===== src/rtl/data_mem_arbiter.sv =====
// Round-robin arbiter and sequencer that shares the 256x8 data memory between
// the CPU datapath (port 0) and the debug/DMA loader (port 1).
module data_mem_arbiter (
  input  logic       clk,
  input  logic       rst_n,
  input  logic       req0,
  input  logic       req1,
  input  logic       we0,
  input  logic       we1,
  input  logic [7:0] addr0,
  input  logic [7:0] addr1,
  input  logic [7:0] wdata0,
  input  logic [7:0] wdata1,
  output logic       gnt0,
  output logic       gnt1,
  output logic       rvalid0,
  output logic       rvalid1,
  output logic [7:0] rdata0,
  output logic [7:0] rdata1,
  output logic [7:0] mem_address,
  output logic       mem_write,
  output logic       mem_read,
  output logic [7:0] mem_write_data,
  input  logic [7:0] mem_read_data
);

  typedef enum logic [1:0] {IDLE, ISSUE, WAIT} state_t;

  state_t     state;
  logic       last;
  logic       owner;
  logic       owner_we;
  logic       pick;
  logic       pick_we;
  logic [7:0] pick_addr;
  logic [7:0] pick_wdata;

  // On a tie the port that was not granted most recently wins.
  always_comb begin
    pick       = (req0 && req1) ? ~last : req1;
    pick_we    = pick ? we1 : we0;
    pick_addr  = pick ? addr1 : addr0;
    pick_wdata = pick ? wdata1 : wdata0;
  end

  always_ff @(posedge clk) begin
    if (!rst_n) begin
      state          <= IDLE;
      last           <= 1'b1;
      owner          <= 1'b0;
      owner_we       <= 1'b0;
      gnt0           <= 1'b0;
      gnt1           <= 1'b0;
      rvalid0        <= 1'b0;
      rvalid1        <= 1'b0;
      rdata0         <= 8'h00;
      rdata1         <= 8'h00;
      mem_address    <= 8'h00;
      mem_write      <= 1'b0;
      mem_read       <= 1'b0;
      mem_write_data <= 8'h00;
    end else begin
      gnt0      <= 1'b0;
      gnt1      <= 1'b0;
      rvalid0   <= 1'b0;
      rvalid1   <= 1'b0;
      mem_write <= 1'b0;
      mem_read  <= 1'b0;
      case (state)
        IDLE: begin
          if (req0 || req1) begin
            owner          <= pick;
            owner_we       <= pick_we;
            mem_address    <= pick_addr;
            mem_write_data <= pick_wdata;
            mem_write      <= pick_we;
            mem_read       <= ~pick_we;
            gnt0           <= ~pick;
            gnt1           <= pick;
            state          <= ISSUE;
          end
        end
        ISSUE: begin
          last  <= owner;
          state <= owner_we ? IDLE : WAIT;
        end
        WAIT: begin
          // Read data goes to the registered owner, whatever the req lines show now.
          if (owner) begin
            rdata1  <= mem_read_data;
            rvalid1 <= 1'b1;
          end else begin
            rdata0  <= mem_read_data;
            rvalid0 <= 1'b1;
          end
          state <= IDLE;
        end
        default: state <= IDLE;
      endcase
    end
  end

endmodule

===== config.mk =====
export PLATFORM = sky130hd
export DESIGN_NAME = data_mem_arbiter
export DESIGN_NICKNAME = d
export VERILOG_FILES = /design/src/rtl/data_mem_arbiter.sv
export SDC_FILE = /design/constraint.sdc
export NUM_CORES = 1
export LEC_CHECK = 0
export BUFFER_PORTS_ARGS = -buffer_cell sky130_fd_sc_hd__buf_2
export CORE_MARGIN = 10
export CORE_UTILIZATION = 47
export CTS_BUF_LIST = sky130_fd_sc_hd__clkbuf_8
export CTS_CLUSTER_DIAMETER = 100
export CTS_CLUSTER_SIZE = 40
export DETAILED_ROUTE_END_ITERATION = 16
export PLACE_DENSITY = 0.81
export SLEW_MARGIN = 10
export SYNTH_ARGS = -nofsm -noshare
export SYNTH_HDL_FRONTEND = slang
export SYNTH_SLANG_ARGS = --single-unit

===== constraint.sdc =====
create_clock -name clk -period 1.5 [get_ports clk]
set_input_delay 0.15 -clock clk [delete_from_list [all_inputs] [get_ports clk]]
set_output_delay 0.15 -clock clk [all_outputs]
set_load 0.01 [all_outputs]

==> impl_metrics.json, run 1 <==
{
  "crit_path_cell_trace": "a21bo_1 > mux2i_1 > a211oi_2",
  "drt-wirelength-per-cell_um": 14.85,
  "critical_path.startpoint_type": "flip-flop",
  "cp_slowest_cell": "sky130_fd_sc_hd__mux2i_1",
  "final_net_count": 309,
  "setup-violations-final": 0,
  "route.detailed.drc": 0,
  "synthesis.area_um2": 1755,
  "final.period_utilization": 0.8769,
  "nets_in_the_synthesized_netlist": 226,
  "layout-drive-gt1-share": 0.4242,
  "endpoint_kind": "flip-flop",
  "critPathMaxFanout": 8,
  "placed_cells_incl_taps": 304,
  "crit_path_max_incr_delay_ns": 0.42,
  "total_number_of_vias": 1581,
  "first_pass_grt_wire_length_um": 7410,
  "hold_viol": 0,
  "layoutNonFillerInstCount": 312,
  "number_of_buffers_on_the_longest_clock_path": 2,
  "report.final.slew_viol_count": 0,
  "tritoncts": "built",
  "worstPathBufferInverterCount": 0,
  "postCtsSetupRepairBufs": 0,
  "floorplan.die_area_um2": 6580,
  "worstHoldPathType": "in2reg",
  "ios": 84,
  "synthDistinctLibCells": 23,
  "floorplan.core_area_um2": 3633,
  "worstSkewPairLatency_ns": 0.29,
  "asyncSetResetFlopFracSynth": 0,
  "vdd.ir_drop.worst_mv": 0.7929,
  "num_rows": 22,
  "syn_area_per_cell_um2": 9.752,
  "die_y_um": 81.12,
  "root_buffer": "sky130_fd_sc_hd__clkbuf_8",
  "synth.yosys.seq_area_share": 0.4904,
  "synth-edff-count": 0,
  "most-common-layout-cells": "83 x sky130_fd_sc_hd__buf_2, 43 x sky130_fd_sc_hd__dfxtp_1",
  "firstDrtPassIters": 4,
  "grt_overflow": 0,
  "cts_htree_levels": 2,
  "final_antenna_violating_net_count": 0,
  "layout_min_cycle_time_ns": 1.315,
  "synthesis.instances": 180,
  "antennaDiodeCount": 0,
  "routed_wirelength_um": 4633,
  "grt_max_degree": 21,
  "finalClockSkew_ns": 0.005774,
  "layout_commonest_cell": "sky130_fd_sc_hd__buf_2",
  "clock_transition_time_at_the_flip_flop_clock_pins_of_the_worst_setup_and_hold_paths_ns": 0.08,
  "drt-vias-per-instance": 5.067,
  "detailedRoute.firstIterationViolations": 59,
  "max_freq_mhz": 760.2,
  "synth_warnings": 0,
  "ys.flop_type": "sky130_fd_sc_hd__dfxtp_1",
  "cts-hold-fix-buffers": 0,
  "buffers_added_on_ports": 83,
  "actual_slew_at_the_worst_max_slew_pin_ns": 0.3841,
  "timing_worst_setup_path_type": "reg2reg",
  "worst_path_dominant_cell_family": "multiplexers",
  "slew_headroom": 0.7366,
  "power.density_cell_area_nw_per_um2": 1081,
  "grt_use_total": 0.1401,
  "area_growth_syn_to_layout_pct": 31.22,
  "setup_repair_after_global_routing_missed_its_margin": "false",
  "tns_ns": 0,
  "starting_density_of_the_core": 0.4831,
  "required_ns": 1.66,
  "run_status": "complete, no violations",
  "leakage_nw": 1.129,
  "synth_seq_cells": 43,
  "floorplan.die.width_um": 81.12,
  "drv_cap": 0,
  "detailedPlacementHpwl_um": 3519,
  "grt_pass1_vias": 1626,
  "gp_routability_congestion": 0.7169,
  "num-fill-cells": 352,
  "number_of_antenna_violations_at_the_first_check_in_global_routing": 0,
  "worst_ep_arrival_time_ns": 1.47,
  "clock_sinks": 43,
  "cts_buffers": 5
}
==> sequential cells by signal (all words and copies together), names as in the netlist <==
name	count
mem_address	8
mem_write_data	8
rdata0	8
rdata1	8
state	2
gnt0	1
gnt1	1
last	1
mem_read	1
mem_write	1
owner	1
owner_we	1
rvalid0	1
rvalid1	1
==> stage by stage <==
step	util	hold slack [ns]	setup WS [ns]	power, W	instance area [um2]
2_1_floorplan	-	0.2119	0.2935	0.001592	1755
3_3_place_gp	0.6078	0.3684	0.04566	0.001762	2208
3_5_place_dp	0.6078	0.3683	0.001636	0.001773	2208
4_1_cts	0.6340	0.06298	0.1714	0.002514	2303
5_1_grt	0.6340	0.06104	0.05250	0.002619	2303
6_report	0.6340	0.07025	0.1846	0.002490	2303
==> cell usage after synthesis, types with 3 or more instances <==
cell | number | share of area
sky130_fd_sc_hd__nor2_1 | 18 | 0.038
sky130_fd_sc_hd__and2_1 | 4 | 0.014
sky130_fd_sc_hd__nand3_1 | 17 | 0.048
sky130_fd_sc_hd__a21oi_1 | 18 | 0.051
sky130_fd_sc_hd__clkbuf_1 | 7 | 0.015
sky130_fd_sc_hd__mux2i_1 | 18 | 0.10
sky130_fd_sc_hd__nand2_1 | 18 | 0.038
sky130_fd_sc_hd__a311oi_1 | 7 | 0.035
sky130_fd_sc_hd__buf_6 | 3 | 0.019
sky130_fd_sc_hd__buf_2 | 4 | 0.011
sky130_fd_sc_hd__a311oi_2 | 9 | 0.077
sky130_fd_sc_hd__dfxtp_1 | 43 | 0.49
==> what timing repair did <==
item	4_1_cts	5_1_grt
setup endpoints to repair	4	0
endpoints found under the hold margin	0	0
gates resized for setup	1	0
==> layer usage <==
layer	GRT usage	share of wire
met2	0.2460	0.51
met4	0.05017	0.011
met3	0.04967	0.067
met1	0.1525	0.41
met5	0	0
==> worst reg2reg max path, cell delays in order (launching register included) <==
cell                       delay, ns
sky130_fd_sc_hd__dfxtp_1        0.36
sky130_fd_sc_hd__a21bo_1        0.28
sky130_fd_sc_hd__mux2i_1        0.42
sky130_fd_sc_hd__a211oi_2       0.13
==> cells by family after synthesis <==
kind of cell | share of synthesized area
flip-flops | 0.4904
multiplexers | 0.1026
AO/OA/AOI/OAI | 0.1818
buffers and inverters | 0.05631
AND/OR/NAND/NOR | 0.1689
==> worst paths after layout <==
| check | startpoint | endpoint | slack (ns) | depth (start not counted) |
|---|---|---|---|---|
| max | last | owner_we | 0.18 | 3 |
| min reg2reg | owner_we | state[1] | 0.45 | 1 |
| max reg2reg | last | owner_we | 0.18 | 3 |
| min | rst_n | last | 0.07 | 2 |
==> power by group <==
part | switching (W) | leakage [nW] | internal [W]
clock | 0.000415 | 0.0443 | 0.000333
sequential | 0.0000438 | 0.353 | 0.00122
combinational | 0.000263 | 0.732 | 0.000213
total | 0.000722 | 1.13 | 0.00177
==> layout make-up <==
| cell class | instances | area, um2 | area share |
|---|---|---|---|
| multi-input combinational | 120 | 802.0 | 0.3482 |
| sequential | 43 | 860.8 | 0.3737 |
| tap | 48 | 60.06 | 0.02607 |
| clock buffer | 5 | 68.82 | 0.02988 |
| clock inverter | 3 | 25.02 | 0.01086 |
| inverter | 1 | 3.754 | 0.001630 |
| timing repair buffer | 92 | 483.0 | 0.2097 |
Note: power is estimated with default switching activity, not from simulation.
==> run 2, diff against run 1 <==
==> constraint.sdc (replaced) <==
create_clock -name clk -period 1.5 [get_ports clk]
set_input_delay 0.075 -clock clk [delete_from_list [all_inputs] [get_ports clk]]
set_output_delay 0.075 -clock clk [all_outputs]
set_load 0.01 [all_outputs]
==> run 2 against run 1 <==
  * Sequential share of layout area about the same
  * Critical path type unchanged
  * Global-route usage increased by 0.59 points
  * Core utilization up 0.069 points
  * Fmax up 1.1%
  * Count of clock-buffer cells in the layout stayed put
==> impl_metrics.json, run 2 (same netlist as run 1, synthesis figures left out) <==
{
  "layout-drive-gt1-share": 0.4129,
  "required_ns": 1.71,
  "number_of_buffers_on_the_longest_clock_path": 2,
  "power.total_w": 0.002427,
  "critPathMaxFanout": 11,
  "finalClockSkew_ns": 0.008284,
  "final.period_utilization": 0.8678,
  "critical_path.startpoint_type": "flip-flop",
  "grt_pass1_vias": 1722,
  "hold_viol": 0,
  "worstSkewPairLatency_ns": 0.30,
  "final_net_count": 309,
  "groute.layer.met1.usage": 0.1467,
  "power.density_cell_area_nw_per_um2": 1053,
  "layout_commonest_cell": "sky130_fd_sc_hd__buf_2",
  "antennaDiodeCount": 0,
  "layout_min_cycle_time_ns": 1.302,
  "buffers_added_on_ports": 83,
  "floorplan.core_area_um2": 3633,
  "timing_worst_setup_path_type": "reg2reg",
  "starting_density_of_the_core": 0.4831,
  "slew_headroom": 0.7187,
  "worstHoldPathType": "in2reg",
  "vdd.ir_drop.worst_mv": 0.6573,
  "final_core_utilization": 0.6346,
  "run_status": "complete, no violations",
  "cts_buffers": 5,
  "root_buffer": "sky130_fd_sc_hd__clkbuf_8",
  "clock_sinks": 43,
  "gr-usage-met2": 0.2627,
  "drt-wirelength-per-cell_um": 15.05,
  "grt_max_degree": 31,
  "tns_ns": 0,
  "worst_ep_arrival_time_ns": 1.51,
  "die_y_um": 81.12,
  "floorplan.die.width_um": 81.12,
  "ios": 84,
  "floorplan.die_area_um2": 6580,
  "setup-violations-final": 0,
  "most-common-layout-cells": "83 x sky130_fd_sc_hd__buf_2, 43 x sky130_fd_sc_hd__dfxtp_1",
  "max_freq_mhz": 768.2,
  "route.detailed.drc": 0,
  "actual_slew_at_the_worst_max_slew_pin_ns": 0.4220,
  "detailedRoute.firstIterationViolations": 38,
  "report.final.slew_viol_count": 0,
  "routed_wirelength_um": 4695,
  "first_pass_grt_wire_length_um": 7645,
  "grt_use_total": 0.1460,
  "grt_overflow": 0,
  "endpoint_kind": "flip-flop",
  "leakage_nw": 1.139,
  "total_number_of_vias": 1618,
  "area_growth_syn_to_layout_pct": 31.36,
  "drv_cap": 0,
  "clock_transition_time_at_the_flip_flop_clock_pins_of_the_worst_setup_and_hold_paths_ns": 0.08,
  "setup_repair_after_global_routing_missed_its_margin": "false",
  "detailedPlacementHpwl_um": 3589,
  "num_rows": 22,
  "firstDrtPassIters": 4,
  "number_of_antenna_violations_at_the_first_check_in_global_routing": 0,
  "global_route.usage.met3": 0.05519,
  "gr-max-usage-layer": "met2",
  "tritoncts": "built",
  "gp_routability_congestion": 0.7644,
  "drt-vias-per-instance": 5.186,
  "cts_htree_levels": 2,
  "final_antenna_violating_net_count": 0
}
==> run 2: changes by cell type in the layout (fill, tap and decap cells not counted) <==
cell	delta
sky130_fd_sc_hd__buf_4	-2
sky130_fd_sc_hd__clkinv_4	-2
sky130_fd_sc_hd__inv_1	+2
sky130_fd_sc_hd__buf_12	+1
sky130_fd_sc_hd__clkinv_2	+1
sky130_fd_sc_hd__clkinvlp_4	-1
sky130_fd_sc_hd__dlygate4sd3_1	+1
==> run 2: power breakdown <==
group / switching [W] / internal (W)
combinational: 0.000264 / 0.000216
clock: 0.000370 / 0.000313
sequential: 0.0000421 / 0.00122
==> run 2: worst paths after layout <==
kind,from,to,slack [ns],cells past startpoint
setup / recovery,last,mem_write_data[7],0.20,4
setup reg to reg,last,mem_write_data[7],0.20,4
hold / removal,mem_read_data[7],rdata1[7],0.03,3
hold reg to reg,owner_we,state[1],0.45,1
==> run 2: final cells by class <==
| cell class | count | area (um2) |
|---|---|---|
| timing repair buffer | 92 | 498.0 |
| clock inverter | 3 | 12.51 |
| inverter | 1 | 3.754 |
| multi-input combinational | 120 | 802.0 |
| tap | 48 | 60.06 |
| sequential | 43 | 860.8 |
| fill | 353 | 1328 |
| clock buffer | 5 | 68.82 |
==> run 2: critical path, cell delays in order, from the launching register on <==
cell	delay (ns)
sky130_fd_sc_hd__dfxtp_1	0.36
sky130_fd_sc_hd__a21bo_1	0.30
sky130_fd_sc_hd__buf_4	0.25
sky130_fd_sc_hd__nand2_1	0.08
sky130_fd_sc_hd__a311oi_2	0.23
==> run 2: per-stage QoR <==
stage | hold slack, ns | setup slack (ns) | std cells | instance area, um2
6_report | 0.03301 | 0.1983 | 312 | 2306
4_1_cts | 0.03228 | 0.1740 | 312 | 2306
5_1_grt | 0.03367 | 0.08189 | 312 | 2306
2_1_floorplan | 0.1369 | 0.2935 | 180 | 1755
3_3_place_gp | 0.2913 | 0.05513 | 303 | 2213
3_5_place_dp | 0.2961 | 0.01765 | 303 | 2213
==> run 2: repair_timing <==
item                       CTS  global route
hold endpoints to repair     1             0
hold buffers                 1             0
setup endpoints to repair    1             0
gates resized for setup      1             0
buffers inserted             0             0
==> run 2: layer usage <==
layer | up-vias | wire (um)
met5 | - | 0
met4 | 0 | 107
met3 | 8 | 324
met2 | 53 | 2369
met1 | 748 | 1893
li1 | 809 | -
